==> src/rtl/bin_bcd_dabble.sv <==
// Sequential binary-to-BCD converter (shift-and-add-3), one conversion per WIDTH+1 cycles.
// Optional excess-3 output coding; sticky overflow when the value needs more than DIGITS digits.
module bin_bcd_dabble #(
    parameter int WIDTH  = 8,
    parameter int DIGITS = 3,
    parameter int EX3    = 0
) (
    input  logic                  clk,
    input  logic                  rst,
    input  logic                  start,
    input  logic [WIDTH-1:0]      bin,
    output logic                  busy,
    output logic                  done,
    output logic [4*DIGITS-1:0]   bcd,
    output logic                  ovf
);

    localparam int BCD_W = 4 * DIGITS;
    localparam int CNT_W = $clog2(WIDTH + 1);

    localparam logic [1:0] S_IDLE  = 2'd0;
    localparam logic [1:0] S_SHIFT = 2'd1;
    localparam logic [1:0] S_DONE  = 2'd2;

    logic [1:0]       state;
    logic [CNT_W-1:0] cnt;
    logic [WIDTH-1:0] shreg;
    logic [BCD_W-1:0] scratch;
    logic [BCD_W-1:0] adj;
    logic             ovf_sticky;

    // A digit of 5..9 becomes 8..12 so that the following shift carries into the next digit.
    function automatic logic [3:0] add3_adj(input logic [3:0] d);
        return (d >= 4'd5) ? d + 4'd3 : d;
    endfunction

    function automatic logic [BCD_W-1:0] out_code(input logic [BCD_W-1:0] s);
        logic [BCD_W-1:0] r;
        r = s;
        if (EX3 != 0) begin
            for (int i = 0; i < DIGITS; i++) begin
                r[4*i +: 4] = s[4*i +: 4] + 4'd3;
            end
        end
        return r;
    endfunction

    always_comb begin
        adj = '0;
        for (int i = 0; i < DIGITS; i++) begin
            adj[4*i +: 4] = add3_adj(scratch[4*i +: 4]);
        end
    end

    assign busy = (state != S_IDLE);

    always_ff @(posedge clk) begin
        if (rst) begin
            state      <= S_IDLE;
            cnt        <= '0;
            shreg      <= '0;
            scratch    <= '0;
            ovf_sticky <= 1'b0;
            done       <= 1'b0;
            bcd        <= '0;
            ovf        <= 1'b0;
        end else begin
            done <= 1'b0;
            case (state)
                S_IDLE: begin
                    if (start) begin
                        shreg      <= bin;
                        scratch    <= '0;
                        ovf_sticky <= 1'b0;
                        cnt        <= CNT_W'(WIDTH);
                        state      <= S_SHIFT;
                    end
                end
                S_SHIFT: begin
                    // The top digit's MSB leaves the register here; remember it as overflow.
                    scratch    <= {adj[BCD_W-2:0], shreg[WIDTH-1]};
                    shreg      <= shreg << 1;
                    ovf_sticky <= ovf_sticky | adj[BCD_W-1];
                    cnt        <= cnt - CNT_W'(1);
                    if (cnt == CNT_W'(1)) begin
                        state <= S_DONE;
                    end
                end
                S_DONE: begin
                    bcd   <= out_code(scratch);
                    ovf   <= ovf_sticky;
                    done  <= 1'b1;
                    state <= S_IDLE;
                end
                default: begin
                    state <= S_IDLE;
                end
            endcase
        end
    end

endmodule
==> config.mk <==
export PLATFORM = sky130hd
export DESIGN_NAME = bin_bcd_dabble
export DESIGN_NICKNAME = d
export VERILOG_FILES = /design/src/rtl/bin_bcd_dabble.sv
export SDC_FILE = /design/constraint.sdc
export NUM_CORES = 1
export LEC_CHECK = 0
export BUFFER_PORTS_ARGS = -buffer_cell sky130_fd_sc_hd__buf_2
export CAP_MARGIN = 20
export CORE_MARGIN = 4
export CORE_UTILIZATION = 30
export CTS_CLUSTER_DIAMETER = 60
export CTS_CLUSTER_SIZE = 16
export DETAILED_ROUTE_END_ITERATION = 12
export GPL_ROUTABILITY_DRIVEN = 1
export GPL_TIMING_DRIVEN = 0
export PLACE_DENSITY_LB_ADDON = 0.12
export SYNTH_ARGS = -nofsm -noshare
export SYNTH_HDL_FRONTEND = slang
export SYNTH_SLANG_ARGS = --single-unit
==> constraint.sdc <==
create_clock -name clk -period 2.1 [get_ports clk]
set_input_delay 0.105 -clock clk [delete_from_list [all_inputs] [get_ports clk]]
set_output_delay 0.105 -clock clk [all_outputs]
set_load 0.005 [all_outputs]
==> flow_metrics.py, run 1 <==
metrics = {
    "clock_tree": {
        "cts_resized": 0,
        "cts_max_path_buffers": 2,
        "clk_latency_ns": 0.29,
        "cts_tree": "done",
        "root_buffer": "clkbuf_8",
        "clock-sinks": 41,
        "clk_pin_slew_ns": 0.08,
        "post_cts_buffers": 0,
        "cts.htree.levels": 2,
        "holdBufCountCts": 0,
        "numCtsBuffers": 5,
    },
    "worst_setup_path": {
        "slowest_delay_ns": 0.56,
        "setup.worst_path.start": "state[0]",
        "cp_max_fo": 10,
        "reg2reg_depth": 4,
        "endpoint_kind": "flip-flop",
        "worstPathCellList": "o21bai_1, buf_4, nand3_1, o31ai_1",
        "r2r_start": "state[0]",
        "required_ns": 2.29,
        "crit_type": "flip-flop to flip-flop",
        "path_buf_inv": 1,
        "endpoint": "scratch[4]",
        "cp_slowest_cell": "o21bai_1",
        "r2r_end": "scratch[4]",
        "cp_num_cells": 4,
        "cp_data_arrival_time_ns": 1.72,
        "crit_path_start_kind": "flip-flop",
        "crit_family": "compound AO/OA/AOI/OAI gates",
        "r2r_setup_slack_ns": 0.57,
    },
    "timing": {
        "timing.fmax_mhz": 656,
        "tightest_slew_ns": 0.723,
        "relSlewSlack_pct": 51.7,
        "hold_viol_final": 0,
        "finalSetupViolations": 0,
        "fin_crit_sh_pct": 72.6,
        "worst_slack_ns": 0.575,
        "finalSetupTns_ns": 0,
        "rsz0062_at_grt": "no",
        "period_minus_slack_ns": 1.53,
        "finClkSkew_ns": 0.00546,
        "slew_violations": 0,
        "hold-worst-slack_ns": 0.0520,
    },
    "final_layout": {
        "fill_cells": 687,
        "layout_commonest_cell": "dfxtp_1",
        "area_delta_synth_final_pct": 17.2,
        "regArea_um2": 821,
        "fin_cells": 340,
        "n_antenna_cell": 0,
        "fin_nets": 281,
        "drive_above_1_share_pct": 19.4,
        "multi_input_area_um2": 981,
        "layout_common_cells": "dfxtp_1 (41), buf_2 (33), nand2_1 (31)",
    },
    "pwr": {
        "max-vdd-ir-drop_mv": 0.287,
        "p_total_uw": 1660,
        "leakage_uw": 0.000853,
        "powerDensity_nw_per_um2": 730,
    },
    "route": {
        "wire_per_inst_um": 14.1,
        "first_iter_violations": 52,
        "ant_nets": 0,
        "viasPerCell": 4.90,
        "drt_pass1_iterations": 4,
        "vias": 1666,
        "drc_errors": 0,
        "drt-total-wl_um": 4790,
    },
    "min_path": {
        "min-delay-start": "bin[0]",
        "hold-path-cell-count": 3,
        "hold_path_class": "primary input to flip-flop",
    },
    "placement": {
        "port_buffers": 24,
        "place_hpwl_um": 3360,
        "dpl.cell_count": 332,
        "place_ws_ns": 0.541,
        "gp_congestion": 0.844,
    },
    "global_route": {
        "grt_max_degree": 13,
        "overflow": 0,
        "antenna_found_initial": 0,
        "grt.total_usage_pct": 13.3,
        "grt_pass1_wl_um": 7960,
        "grt_pass1_vias": 1586,
    },
    "floorplanning": {
        "core_area_um2": 6310,
        "die_w_um": 88.4,
        "start_util_pct": 30.7,
        "io_pins": 26,
        "die-area_um2": 7820,
        "die_h_um": 88.4,
        "floorplan.rows": 29,
    },
    "logic_synthesis": {
        "synth_area_um2": 1940,
        "syn_nets": 250,
        "syn_inst": 231,
        "avgSynthCellArea_um2": 8.40,
        "synthFlopType": "dfxtp_1",
        "yosys_warnings": 0,
        "synth-seq-cells": 41,
        "yosysSeqAreaShare_pct": 42.3,
        "synth_cell_types": 35,
        "synth-edff-count": 0,
        "async_reset_ff_share_pct": 0,
    },
    "outcome": {
        "status": "finished clean",
    },
    "flow_run": {
        "drv_cap": 0,
    },
}
## registers in the layout, summed over array words and instances, names as in the netlist
register and count:
ovf 1, scratch 12, shreg 8, cnt 4, done 1, state 2
ovf_sticky 1, bcd 12
## how the worst min path moves through the flow
stage	to
global placement	shreg[0]
detailed placement	shreg[0]
CTS	shreg[0]
floorplan	shreg[0]
finish	shreg[0]
global route	shreg[0]
## per-stage QoR
stage | utilization, % | area (um^2)
4_1_cts | 36.0 | 2270
3_3_place_gp | 34.2 | 2160
5_1_grt | 36.0 | 2270
6_report | 36.0 | 2270
2_1_floorplan | - | 1940
3_5_place_dp | 34.2 | 2160
## synth_stat cells (all sizes together), types with 4 or more instances
| cell type | count | area share [%] |
|---|---|---|
| a21oi | 24 | 6.2 |
| buf | 12 | 3.3 |
| dfxtp | 41 | 42 |
| ha | 8 | 5.2 |
| inv | 17 | 3.3 |
| nand2 | 31 | 6.0 |
| nand2b | 5 | 1.6 |
| nand3 | 11 | 2.8 |
| nor2 | 15 | 2.9 |
| nor2b | 9 | 2.9 |
| o2111ai | 6 | 2.7 |
| o211ai | 6 | 2.3 |
| o21a | 4 | 1.5 |
| o21ai | 6 | 1.5 |
| o221a | 7 | 4.1 |
## kinds of logic (layout without fill, tap and decap cells)
group	count (synthesis)	in the layout	share of synthesized area [%]
compound gates	64	64	22.9
xor+xnor	3	3	1.35
fa+ha+maj	8	8	5.16
buf+inv	32	64	7.16
flops	41	41	42.3
mux	1	1	0.516
simple gates	82	82	20.6
## cell type report
class / instances / share of cell area (%)
clock buffer: 7 / 3.80
clock inverter: 1 / 1.32
sequential: 41 / 36.1
buffer: 14 / 3.14
inverter: 18 / 2.97
multi-input combinational: 158 / 43.1
tap: 77 / 4.24
timing repair buffer: 24 / 5.28
## per-layer routing
metal / vias up / GRT usage (%) / part of all wire, %
met4: 0 / 3.71 / 0.65
met1: 763 / 18.3 / 51
met3: 2 / 3.07 / 3.6
met5: - / 0 / 0
met2: 28 / 20.8 / 45
li1: 873 / - / -
## where the power goes
group,internal [uW],total [uW],switching [uW]
Clock,388,671,283
Sequential,803,822,19.2
Combinational,71.0,167,96.1
Total,1260,1660,398
## worst reg2reg max path, delay by kind of cell (launching register included)
family          cells  cell delay [ns]
flops               1             0.37
simple gates        1             0.09
compound gates      2             0.67
buf+inv             1             0.30
Power figures use the tool's default switching activity.
==> inputs of run 2 (changes only) <==
==> constraint.sdc (replaced) <==
create_clock -name clk -period 1.6 [get_ports clk]
set_input_delay 0.08 -clock clk [delete_from_list [all_inputs] [get_ports clk]]
set_output_delay 0.08 -clock clk [all_outputs]
set_load 0.005 [all_outputs]
==> flow_metrics.py, run 2 (synthesized netlist as in run 1, its figures left out) <==
metrics = {
    "final_layout": {
        "fin_cells": 340,
        "fin_nets": 281,
        "n_antenna_cell": 0,
        "layout_commonest_cell": "dfxtp_1",
        "regArea_um2": 822,
        "multi_input_area_um2": 985,
        "layout_common_cells": "dfxtp_1 (40), buf_2 (33), nand2_1 (31)",
        "reg_top3": "bcd (12), scratch (12), shreg (8)",
        "fill_cells": 685,
        "area_delta_synth_final_pct": 17.4,
        "drive_above_1_share_pct": 20.2,
    },
    "placement": {
        "gp_congestion": 0.844,
        "port_buffers": 24,
        "dpl.cell_count": 332,
        "place_hpwl_um": 3360,
    },
    "pwr": {
        "powerDensity_nw_per_um2": 957,
        "max-vdd-ir-drop_mv": 0.376,
        "leakage_uw": 0.000858,
    },
    "clock_tree": {
        "root_buffer": "clkbuf_8",
        "cts.htree.levels": 2,
        "holdBufCountCts": 0,
        "clock-sinks": 41,
        "clk_latency_ns": 0.29,
        "numCtsBuffers": 5,
        "clk_pin_slew_ns": 0.08,
        "cts_max_path_buffers": 2,
        "cts_tree": "done",
    },
    "timing": {
        "finalSetupTns_ns": 0,
        "relSlewSlack_pct": 56.4,
        "tightest_slew_ns": 0.653,
        "period_minus_slack_ns": 1.48,
        "fin_crit_sh_pct": 92.7,
        "finalSetupViolations": 0,
        "rsz0062_at_grt": "yes",
        "timing.fmax_mhz": 674,
        "slew_violations": 0,
        "hold_viol_final": 0,
        "finClkSkew_ns": 0.00420,
    },
    "flow_run": {
        "drv_cap": 0,
    },
    "floorplanning": {
        "core_area_um2": 6310,
        "die_w_um": 88.4,
        "start_util_pct": 30.7,
        "io_pins": 26,
        "die-area_um2": 7820,
        "die_h_um": 88.4,
        "floorplan.rows": 29,
    },
    "min_path": {
        "hold_path_class": "primary input to flip-flop",
        "min-delay-start": "bin[0]",
    },
    "route": {
        "drc_errors": 0,
        "viasPerCell": 4.92,
        "drt_pass1_iterations": 4,
        "wire_per_inst_um": 14.1,
        "first_iter_violations": 53,
        "drt-total-wl_um": 4800,
        "vias": 1672,
        "ant_nets": 0,
    },
    "worst_setup_path": {
        "crit_path_start_kind": "flip-flop",
        "r2r_start": "state[0]",
        "cp_data_arrival_time_ns": 1.70,
        "slowest_delay_ns": 0.46,
        "cp_max_fo": 10,
        "setup.worst_path.start": "state[0]",
        "required_ns": 1.82,
        "crit_type": "flip-flop to flip-flop",
        "endpoint_kind": "flip-flop",
        "worstPathCellList": "nor3b_2, buf_2, o2111ai_1, o211ai_1",
        "cp_slowest_cell": "dfxtp_1",
    },
    "global_route": {
        "overflow": 0,
        "antenna_found_initial": 0,
        "grt_pass1_wl_um": 7960,
        "grt_max_degree": 13,
        "grt_pass1_vias": 1586,
        "grt.total_usage_pct": 13.3,
    },
    "outcome": {
        "status": "finished clean",
    },
}
## run 2: changes by cell type in the layout (fill, tap and decap cells not counted)
cell,change
dfxtp_1,-1
dfxtp_2,+1
o21bai_1,-1
o21bai_2,+1
## run 2: worst max-delay path: cells and delay by family (launching register included)
kind	cells	cell delay (ns)
compound gates	2	0.27
buf+inv	1	0.30
flops	1	0.46
simple gates	1	0.38
## run 2: layer usage
metal / vias up / routed length, um / track usage, %
li1: 871 / - / -
met1: 771 / 2430 / 18.3
met2: 28 / 2150 / 20.8
met3: 2 / 190 / 3.07
met4: 0 / 31 / 3.71
met5: - / 0 / 0
## run 2: stage by stage
step	hold slack [ns]	setup WS [ns]	cell area, um^2	util, %	power [uW]
4_1_cts	0.0232	0.0513	2270	36.0	2210
5_1_grt	0.0440	-0.0292	2280	36.1	2270
6_report	0.0250	0.117	2280	36.1	2180
3_5_place_dp	0.335	0.0406	2160	34.2	1330
2_1_floorplan	0.228	0.346	1940	-	1260
3_3_place_gp	0.324	0.0745	2160	34.2	1320
## run 2: cell type report
class | instances | area share [%]
multi-input combinational | 158 | 43.2
sequential | 41 | 36.1
timing repair buffer | 24 | 5.27
tap | 77 | 4.23
clock buffer | 7 | 3.79
buffer | 14 | 3.13
inverter | 18 | 2.97
clock inverter | 1 | 1.32
## run 2: final timing paths
| check | endpoint | cells after the start | slack, ns |
|---|---|---|---|
| worst max-delay path | scratch[6] | 4 | 0.12 |
| worst min-delay path | shreg[0] | 3 | 0.02 |
| worst max register to register | scratch[6] | 4 | 0.12 |
| worst min register to register | bcd[10] | 2 | 0.45 |
## run 2: repair_timing
action,CTS,global route
gates resized for setup,0,2
setup buffers,0,0
endpoints found under the setup margin,0,6
## run 2: where the power goes
group          total (uW)  leakage [uW]  internal, uW  switching (uW)
clock                 882     0.0000585           509             372
combinational         220      0.000466          93.8             126
sequential           1080      0.000334          1050            25.5
==> inputs of run 3 (changes only) <==
--- a/config.mk
+++ b/config.mk
@@ -8,7 +8,7 @@
 export BUFFER_PORTS_ARGS = -buffer_cell sky130_fd_sc_hd__buf_2
 export CAP_MARGIN = 20
 export CORE_MARGIN = 4
-export CORE_UTILIZATION = 30
+export CORE_UTILIZATION = 55
 export CTS_CLUSTER_DIAMETER = 60
 export CTS_CLUSTER_SIZE = 16
 export DETAILED_ROUTE_END_ITERATION = 12
==> flow_metrics.py, run 3 (synthesized netlist as in run 1, its figures left out) <==
metrics = {
    "route": {
        "wirelength_met1_um": 1980,
        "ant_nets": 0,
        "wl_met3_um": 204,
        "first_iter_violations": 183,
        "viasPerCell": 5.43,
        "drc_errors": 0,
        "wire_per_inst_um": 13.0,
        "vias": 1682,
        "highest_layer": "met4",
        "drt_pass1_iterations": 4,
        "drt-total-wl_um": 4040,
        "wl_met2_um": 1810,
    },
    "pwr": {
        "comb_power_share_pct": 11.3,
        "seqPwrFrac_pct": 55.6,
        "internal_power_uw": 1470,
        "clkPwrFrac_pct": 33.1,
        "p_sw_uw": 473,
        "powerDensity_nw_per_um2": 877,
        "swShare_pct": 24.4,
        "leakage_uw": 0.000849,
        "max-vdd-ir-drop_mv": 0.485,
    },
    "global_route": {
        "antenna_found_initial": 0,
        "overflow": 0,
        "grt_max_degree": 13,
        "grt.total_usage_pct": 19.6,
        "grt_pass1_vias": 1495,
        "grt_pass1_wl_um": 6750,
    },
    "timing": {
        "period_minus_slack_ns": 1.50,
        "finalSetupTns_ns": 0,
        "tightest_slew_ns": 0.610,
        "fin_crit_sh_pct": 93.9,
        "timing.fmax_mhz": 666,
        "relSlewSlack_pct": 59.2,
        "finalSetupViolations": 0,
        "slew_violations": 0,
        "hold_viol_final": 0,
        "rsz0062_at_grt": "no",
        "finClkSkew_ns": 0.0103,
    },
    "floorplanning": {
        "floorplan.rows": 21,
        "die_h_um": 67.4,
        "io_pins": 26,
        "die_w_um": 67.4,
        "die-area_um2": 4540,
        "start_util_pct": 57.7,
        "core_area_um2": 3360,
    },
    "worst_setup_path": {
        "cp_max_fo": 10,
        "crit_path_start_kind": "flip-flop",
        "crit_type": "flip-flop to primary output",
        "cp_data_arrival_time_ns": 1.42,
        "endpoint_kind": "primary output",
        "reg2reg_depth": 5,
        "r2r_setup_slack_ns": 0.14,
        "r2r_end": "scratch[4]",
        "required_ns": 1.52,
        "r2r_start": "scratch[0]",
    },
    "final_layout": {
        "n_antenna_cell": 0,
        "layout_common_cells": "dfxtp_1 (40), buf_2 (33), nand2_1 (31)",
        "fill_cells": 317,
        "reg_top3": "bcd (12), scratch (12), shreg (8)",
        "drive_above_1_share_pct": 20.1,
        "area_delta_synth_final_pct": 14.2,
        "multi_input_area_um2": 985,
        "finalInstanceArea_um2": 2220,
        "regArea_um2": 822,
        "fin_nets": 283,
        "layout_commonest_cell": "dfxtp_1",
    },
    "clock_tree": {
        "post_cts_buffers": 0,
        "numCtsBuffers": 5,
        "cts_max_path_buffers": 2,
        "clk_pin_slew_ns": 0.11,
        "root_buffer": "clkbuf_4",
        "clock-sinks": 41,
        "cts_tree": "done",
        "cts.htree.levels": 2,
        "clk_latency_ns": 0.35,
    },
    "min_path": {
        "hold_path_class": "primary input to flip-flop",
        "min_to": "shreg[3]",
        "hold-path-cell-count": 4,
        "min-delay-start": "bin[3]",
    },
    "placement": {
        "port_buffers": 24,
        "place_hpwl_um": 2930,
        "dpl-instance-area_um2": 2120,
        "gp_congestion": 0.746,
    },
    "flow_run": {
        "drv_cap": 0,
    },
    "outcome": {
        "status": "finished clean",
    },
}
-- run 3: changes by cell type in the layout (fill, tap and decap cells not counted) --
cell | before | now
clkbuf_4 | 0 | 5
clkbuf_1 | 3 | 2
clkinv_2 | 0 | 1
clkbuf_8 | 6 | 0
dlygate4sd3_1 | 0 | 2
-- run 3: routing by layer --
layer	GRT usage, %	vias up
met5	0	-
met4	4.56	0
met3	5.49	5
met2	30.8	33
met1	26.6	772
li1	-	872
-- run 3: repair_timing --
item                       CTS  global route
setup endpoints to repair    0             3
resized for setup            0             2
hold buffers                 2             0
hold endpoints to repair     2             0
-- run 3: metrics by stage --
| stage | power (uW) | utilization, % | cells | setup slack (ns) | hold WS, ns |
|---|---|---|---|---|---|
| after floorplan | 1260 | - | 231 | 0.346 | 0.228 |
| after global placement | 1310 | 63.0 | 301 | 0.155 | 0.323 |
| after detailed placement | 1320 | 63.0 | 301 | 0.154 | 0.332 |
| after CTS | 1960 | 65.7 | 310 | 0.0832 | 0.171 |
| after global routing | 2040 | 65.9 | 310 | 0.0185 | 0.166 |
| final | 1940 | 65.9 | 310 | 0.0979 | 0.180 |
-- run 3: worst max-delay path, stage by stage (launching register included) --
cell	delay, ns
dfxtp_1	0.32
buf_4	0.16
buf_2	0.19
or2_2	0.28
buf_2	0.13
-- run 3: layout make-up --
cell class	instances	share of cell area, %
Buffer	14	3.22
Clock buffer	5	1.69
Clock inverter	2	1.58
Inverter	18	3.05
Multi-Input combinational cell	158	44.4
Sequential cell	41	37.1
Tap cell	46	2.60
Timing Repair Buffer	26	6.32
-- run 3: worst max path at each step --
| stage | slack [ns] | to | from | cells after the start |
|---|---|---|---|---|
| after global placement | 0.15 | scratch[4] | state[0] | 4 |
| after floorplan | 0.35 | scratch[8] | scratch[4] | 5 |
| after global routing | 0.02 | busy | state[1] | 4 |
| final | 0.1 | busy | state[1] | 4 |
| after detailed placement | 0.15 | scratch[6] | state[0] | 4 |
| after CTS | 0.08 | busy | state[1] | 4 |
-- run 3: power groups by stage --
stage,Clock [uW],Sequential [uW],Combinational [uW]
after floorplan,0,1100,161
after global placement,0,1100,210
after detailed placement,0,1100,214
after CTS,656,1080,220
after global routing,704,1090,247
final,643,1080,219
